**src/rtl/console_pkg.sv**
```systemverilog
// Shared constants, state encoding and cell addressing for the text console writer.
package console_pkg;

    localparam int COLS_DEF = 80;
    localparam int ROWS_DEF = 25;

    localparam logic [7:0] BLANK_CHAR = 8'h20;
    localparam logic [7:0] PRINT_MIN  = 8'h20;
    localparam logic [7:0] CC_BS      = 8'h08;
    localparam logic [7:0] CC_LF      = 8'h0A;
    localparam logic [7:0] CC_FF      = 8'h0C;
    localparam logic [7:0] CC_CR      = 8'h0D;

    // First byte past the character cells; palette and font live from here up.
    localparam logic [12:0] PALETTE_BASE = 13'hFA0;

    typedef enum logic [2:0] {
        IDLE,
        WR_CHAR,
        WR_ATTR,
        SCR_RD,
        SCR_WR,
        FILL,
        CLEAR
    } state_t;

    // Byte address of the char half of cell (x,y); attr sits at +1.
    function automatic logic [12:0] cell_addr(input logic [7:0] x, input logic [7:0] y,
                                              input int cols);
        int lin;
        lin = 2 * (int'(x) + cols * int'(y));
        return lin[12:0];
    endfunction

endpackage

```
**src/rtl/text_console.sv**
```systemverilog
// Byte-stream writer for the text BRAM: prints chars at the cursor, handles CR/LF/BS/FF,
// wraps lines and scrolls/clears through the BRAM's second port.
module text_console
    import console_pkg::*;
#(
    parameter int         COLS  = COLS_DEF,
    parameter int         ROWS  = ROWS_DEF,
    parameter logic [7:0] BLANK = BLANK_CHAR
) (
    input  logic        CLOCK,
    input  logic        RESET,
    input  logic        in_valid,
    input  logic [7:0]  in_char,
    output logic        in_ready,
    input  logic [7:0]  attr,
    output logic [7:0]  cursor_x,
    output logic [7:0]  cursor_y,
    output logic [12:0] mem_address,
    output logic [7:0]  mem_wdata,
    output logic        mem_we,
    input  logic [7:0]  mem_rdata,
    output logic        busy
);

    localparam logic [12:0] ROW_BYTES = 13'(2 * COLS);
    localparam logic [12:0] SCR_BYTES = 13'(2 * COLS * (ROWS - 1));
    localparam logic [12:0] ALL_BYTES = 13'(2 * COLS * ROWS);
    localparam logic [7:0]  X_LAST    = 8'(COLS - 1);
    localparam logic [7:0]  Y_LAST    = 8'(ROWS - 1);

    state_t      state;
    logic [12:0] cnt;
    logic [7:0]  attr_q;
    logic [7:0]  wdata_q;
    logic        bs_q;

    // Scroll copies read data straight back out the cycle it arrives.
    assign mem_wdata = (state == SCR_WR) ? mem_rdata : wdata_q;

    always_ff @(posedge CLOCK) begin
        if (RESET) begin
            state       <= IDLE;
            cursor_x    <= '0;
            cursor_y    <= '0;
            mem_we      <= 1'b0;
            mem_address <= '0;
            wdata_q     <= '0;
            busy        <= 1'b0;
            in_ready    <= 1'b0;
            cnt         <= '0;
            attr_q      <= '0;
            bs_q        <= 1'b0;
        end else begin
            case (state)
                IDLE: begin
                    in_ready <= 1'b1;
                    if (in_valid && in_ready) begin
                        attr_q <= attr;
                        bs_q   <= 1'b0;
                        if (in_char >= PRINT_MIN) begin
                            state       <= WR_CHAR;
                            in_ready    <= 1'b0;
                            mem_we      <= 1'b1;
                            mem_address <= cell_addr(cursor_x, cursor_y, COLS);
                            wdata_q     <= in_char;
                        end else begin
                            case (in_char)
                                CC_CR: cursor_x <= '0;
                                CC_LF: begin
                                    cursor_x <= '0;
                                    if (cursor_y == Y_LAST) begin
                                        state       <= SCR_RD;
                                        in_ready    <= 1'b0;
                                        busy        <= 1'b1;
                                        cnt         <= '0;
                                        mem_address <= ROW_BYTES;
                                    end else begin
                                        cursor_y <= cursor_y + 8'd1;
                                    end
                                end
                                CC_BS: begin
                                    if (cursor_x != 8'd0) begin
                                        cursor_x    <= cursor_x - 8'd1;
                                        bs_q        <= 1'b1;
                                        state       <= WR_CHAR;
                                        in_ready    <= 1'b0;
                                        mem_we      <= 1'b1;
                                        mem_address <= cell_addr(cursor_x - 8'd1, cursor_y, COLS);
                                        wdata_q     <= BLANK;
                                    end
                                end
                                CC_FF: begin
                                    state       <= CLEAR;
                                    in_ready    <= 1'b0;
                                    busy        <= 1'b1;
                                    cnt         <= '0;
                                    mem_we      <= 1'b1;
                                    mem_address <= '0;
                                    wdata_q     <= BLANK;
                                end
                                default: ;
                            endcase
                        end
                    end
                end
                WR_CHAR: begin
                    state       <= WR_ATTR;
                    mem_address <= mem_address + 13'd1;
                    wdata_q     <= attr_q;
                end
                WR_ATTR: begin
                    mem_we   <= 1'b0;
                    state    <= IDLE;
                    in_ready <= 1'b1;
                    // Backspace already moved the cursor before writing.
                    if (!bs_q) begin
                        if (cursor_x == X_LAST) begin
                            cursor_x <= '0;
                            if (cursor_y == Y_LAST) begin
                                state       <= SCR_RD;
                                in_ready    <= 1'b0;
                                busy        <= 1'b1;
                                cnt         <= '0;
                                mem_address <= ROW_BYTES;
                            end else begin
                                cursor_y <= cursor_y + 8'd1;
                            end
                        end else begin
                            cursor_x <= cursor_x + 8'd1;
                        end
                    end
                end
                SCR_RD: begin
                    state       <= SCR_WR;
                    mem_address <= cnt;
                    mem_we      <= 1'b1;
                end
                SCR_WR: begin
                    if (cnt == SCR_BYTES - 13'd1) begin
                        state       <= FILL;
                        cnt         <= '0;
                        mem_address <= SCR_BYTES;
                        wdata_q     <= BLANK;
                    end else begin
                        state       <= SCR_RD;
                        mem_we      <= 1'b0;
                        cnt         <= cnt + 13'd1;
                        mem_address <= cnt + ROW_BYTES + 13'd1;
                    end
                end
                FILL, CLEAR: begin
                    if ((state == FILL  && cnt == ROW_BYTES - 13'd1) ||
                        (state == CLEAR && cnt == ALL_BYTES - 13'd1)) begin
                        if (state == CLEAR) begin
                            cursor_x <= '0;
                            cursor_y <= '0;
                        end
                        state    <= IDLE;
                        mem_we   <= 1'b0;
                        busy     <= 1'b0;
                        in_ready <= 1'b1;
                    end else begin
                        cnt         <= cnt + 13'd1;
                        mem_address <= mem_address + 13'd1;
                        // Even byte of a cell is the char, odd byte the attr.
                        wdata_q     <= cnt[0] ? BLANK : attr_q;
                    end
                end
                default: state <= IDLE;
            endcase
        end
    end

endmodule

```
**config.mk**
```make
export PLATFORM = sky130hd
export DESIGN_NAME = text_console
export DESIGN_NICKNAME = d
export VERILOG_FILES = /design/src/rtl/console_pkg.sv /design/src/rtl/text_console.sv
export SDC_FILE = /design/constraint.sdc
export NUM_CORES = 1
export LEC_CHECK = 0
export ABC_AREA = 1
export CAP_MARGIN = 15
export CORE_ASPECT_RATIO = 0.9
export CORE_MARGIN = 10
export CORE_UTILIZATION = 58
export DETAILED_ROUTE_END_ITERATION = 6
export PLACE_DENSITY = 0.9
export SLEW_MARGIN = 10
export SYNTH_ARGS = -nofsm -noshare
export SYNTH_HDL_FRONTEND = slang
export SYNTH_SLANG_ARGS = --single-unit
```
**constraint.sdc**
```tcl
create_clock -name CLOCK -period 2.9 [get_ports CLOCK]
set_input_delay 0.58 -clock CLOCK [delete_from_list [all_inputs] [get_ports CLOCK]]
set_output_delay 0.58 -clock CLOCK [all_outputs]
set_load 0.03 [all_outputs]
```
==> impl_metrics.toml <==
[cts]
cts_buffers = 9
htree_num_levels = 3
hold_buffers = 0
cts_setup_buffers = 0
cts.sinks = 65
cts-root-buf = "clkbuf_16"
cts_resized = 0
clk_pin_slew_ns = 0.06
worstSkewPairLatency_ns = 0.34
cts_tree = "done"
cts_buffer_depth = 2

[synth]
avgSynthCellArea_um2 = 6.094
synth_seq_cells = 65
synth_enable_flop_cells = 0
synthArstFlopShare = 0
yosysSeqAreaShare = 0.2142
yosysWarnings = 0
syn_inst = 997
netlist_area_um2 = 6076
synth_ff_type = "dfxtp_1"
synth_nets = 1051
synth.distinct_cells = 51

[global_routing]
grtUsageTotal = 0.2630
antenna_found_initial = 0
grt_pass1_vias = 6744
grt-ovfl-total = 0
grt_max_degree = 30
grt_pass1_wl_mm = 32.66

[placement]
dp.final_hpwl_mm = 14.84
port_buffers = 66
post-place-ws_ns = 0.06634
place_congestion = 0.9807
dp.cells = 1181

[detailed_routing]
post_drt_wl_per_cell_um = 16.64
vias = 7245
via_per_inst = 6.058
dr.first_iter.drc_count = 1053
drcViolationCount = 0
drt-total-wl_mm = 19.90
dr.pass1.iters = 7
postRouteAntennaNets = 0

[floorplanning]
die_w_um = 127.9
die_area_um2 = 14970
start_util = 0.5929
ios = 67
num_rows = 35
core_um2 = 10250
die_y_um = 117.1

[pwr]
powerDensity_nw_per_um2 = 943.2
ir_worst_vdd_v = 0.0006070
cellLeakagePower_nw = 3.122

[timing]
tightest_slew_ns = 1.073
tns_ns = 0
fmax_mhz = 365.6
worst_slack_ns = 0.1644
final_hold_viol_count = 0
slew_violations = 0
clock_skew_ns = 0.006179
period_minus_slack_ns = 2.736
rsz0062_at_grt = "no"
setup_violations = 0
fin_crit_sh = 0.9433
slew-limit-headroom = 0.2845

[setup_path]
crit_required_ns = 3.12
critPathCaptureType = "flop"
worstSetupPathType = "reg2reg"
crit_arrival_ns = 2.95
cp_max_fo = 9
critPathLaunchType = "flop"

[cells_and_area]
stdcell_count = 1196
fill_cells = 884
final_nets = 1117
area_delta_synth_final_pct = 18.97
layout-drive-gt1-share = 0.09747
diodes = 0

[run]
drv_cap = 0

[status]
status = "finished, final reports clean"

[worst_hold_path]
min_path_type = "reg2reg"
## registers in the layout, indices dropped and copies added (netlist names)
name and flops:
busy 1, cursor_x 8, in_ready 1, wdata_q 8
bs_q 1, attr_q 8, mem_address 13, cursor_y 8
cnt 13, mem_we 1, state 3
## metrics by stage
stage | instance area (um^2) | total power [mW] | util | hold WS [ns]
2_1_floorplan | 6076 | 4.411 | - | 0.4302
3_3_place_gp | 6933 | 5.573 | 0.6766 | 0.4409
3_5_place_dp | 6933 | 5.663 | 0.6766 | 0.4512
4_1_cts | 7196 | 6.687 | 0.7022 | 0.4597
5_1_grt | 7228 | 7.330 | 0.7054 | 0.5024
6_report | 7228 | 6.818 | 0.7054 | 0.4557
## synthesized netlist by cell type, types with 6 or more instances
library cell / number / share of area
a21oi_1: 53 / 0.044
a31oi_1: 6 / 0.0062
buf_2: 15 / 0.012
clkbuf_1: 20 / 0.012
dfxtp_1: 65 / 0.21
ha_1: 24 / 0.049
inv_1: 87 / 0.054
inv_2: 6 / 0.0037
nand2_1: 235 / 0.15
nand3_1: 104 / 0.086
nand3b_1: 9 / 0.011
nand4_1: 16 / 0.016
nor2_1: 122 / 0.075
nor2_2: 9 / 0.0093
nor3_1: 22 / 0.018
o211ai_1: 7 / 0.0086
o21ai_0: 76 / 0.063
o21ai_1: 6 / 0.0049
o32ai_1: 8 / 0.012
xor2_1: 30 / 0.043
## worst max-delay path, stage by stage, from the launching register on
cell and delay (ns):
dfxtp_1 0.46, ha_1 0.28, ha_1 0.23, fa_2 0.65, nand2_1 0.09, inv_1 0.08, nand3_1 0.08, nand3_1 0.12
inv_1 0.08, nor2_1 0.10, nand2_1 0.06, nand3_1 0.09, nand2_1 0.06, nand2_1 0.05, nand2_1 0.06, nand2_1 0.07
a21oi_1 0.06
## worst paths after layout
check	start	to	slack, ns	depth (start not counted)
max	cursor_y[1]$_SDFFE_PP0P_	mem_address[12]$_SDFFE_PP0P_	0.16	16
min reg2reg	attr_q[5]$_SDFFE_PP0P_	attr_q[5]$_SDFFE_PP0P_	0.46	2
min	attr_q[5]$_SDFFE_PP0P_	attr_q[5]$_SDFFE_PP0P_	0.46	2
max reg2reg	cursor_y[1]$_SDFFE_PP0P_	mem_address[12]$_SDFFE_PP0P_	0.16	16
## area by class of cell
cell class	count	area, um^2	area share
multi-input cells	790	4200	0.5811
flip-flops and latches	65	1303	0.1802
inverters	96	365.4	0.05055
repair buffers	101	935.9	0.1295
well taps	129	161.4	0.02233
clock inverters	5	33.78	0.004674
clock buffers	10	229.0	0.03168
## cell usage in the layout (no fill, tap or decap), types with 4 or more instances in the layout
| cell type | n |
|---|---|
| a21oi_1 | 53 |
| a31oi_1 | 6 |
| a32oi_1 | 5 |
| buf_4 | 38 |
| clkbuf_16 | 9 |
| clkdlybuf4s50_1 | 58 |
| dfxtp_1 | 64 |
| dlymetal6s2s_1 | 4 |
| ha_1 | 22 |
| inv_1 | 85 |
| inv_2 | 8 |
| nand2_1 | 235 |
| nand2_2 | 5 |
| nand3_1 | 104 |
| nand3b_1 | 9 |
| nand4_1 | 16 |
| nor2_1 | 121 |
| nor2_2 | 10 |
| nor3_1 | 22 |
| o2111ai_1 | 5 |
| o211ai_1 | 7 |
| o21ai_0 | 75 |
| o21ai_1 | 6 |
| o21bai_1 | 4 |
| o22ai_1 | 4 |
| o31ai_1 | 4 |
| o32ai_1 | 8 |
| xor2_1 | 29 |
## per-layer routing
layer / share of wire / routed length [um] / GRT usage / vias to the layer above
met2: 0.44 / 8828 / 0.4227 / 481
met1: 0.41 / 8107 / 0.3288 / 3212
met5: 0 / 0 / 0 / -
li1: - / - / - / 3465
met4: 0.036 / 710 / 0.1237 / 0
met3: 0.11 / 2251 / 0.05898 / 87
## kinds of logic (layout without fill, tap and decap cells)
kind of cell / Yosys count / after routing / synth area share
simple gates: 540 / 540 / 0.3991
flops: 65 / 65 / 0.2142
fa+ha+maj: 27 / 27 / 0.05931
xor+xnor: 31 / 31 / 0.04469
compound gates: 192 / 192 / 0.1847
buf+inv: 142 / 212 / 0.09802
## power by group
part,leakage (nW),internal (mW),switching [mW]
registers,0.531,1.18,0.403
clock network,0.124,0.572,0.437
logic,2.47,1.51,2.72
total,3.12,3.26,3.56
Power figures use the tool's default switching activity.
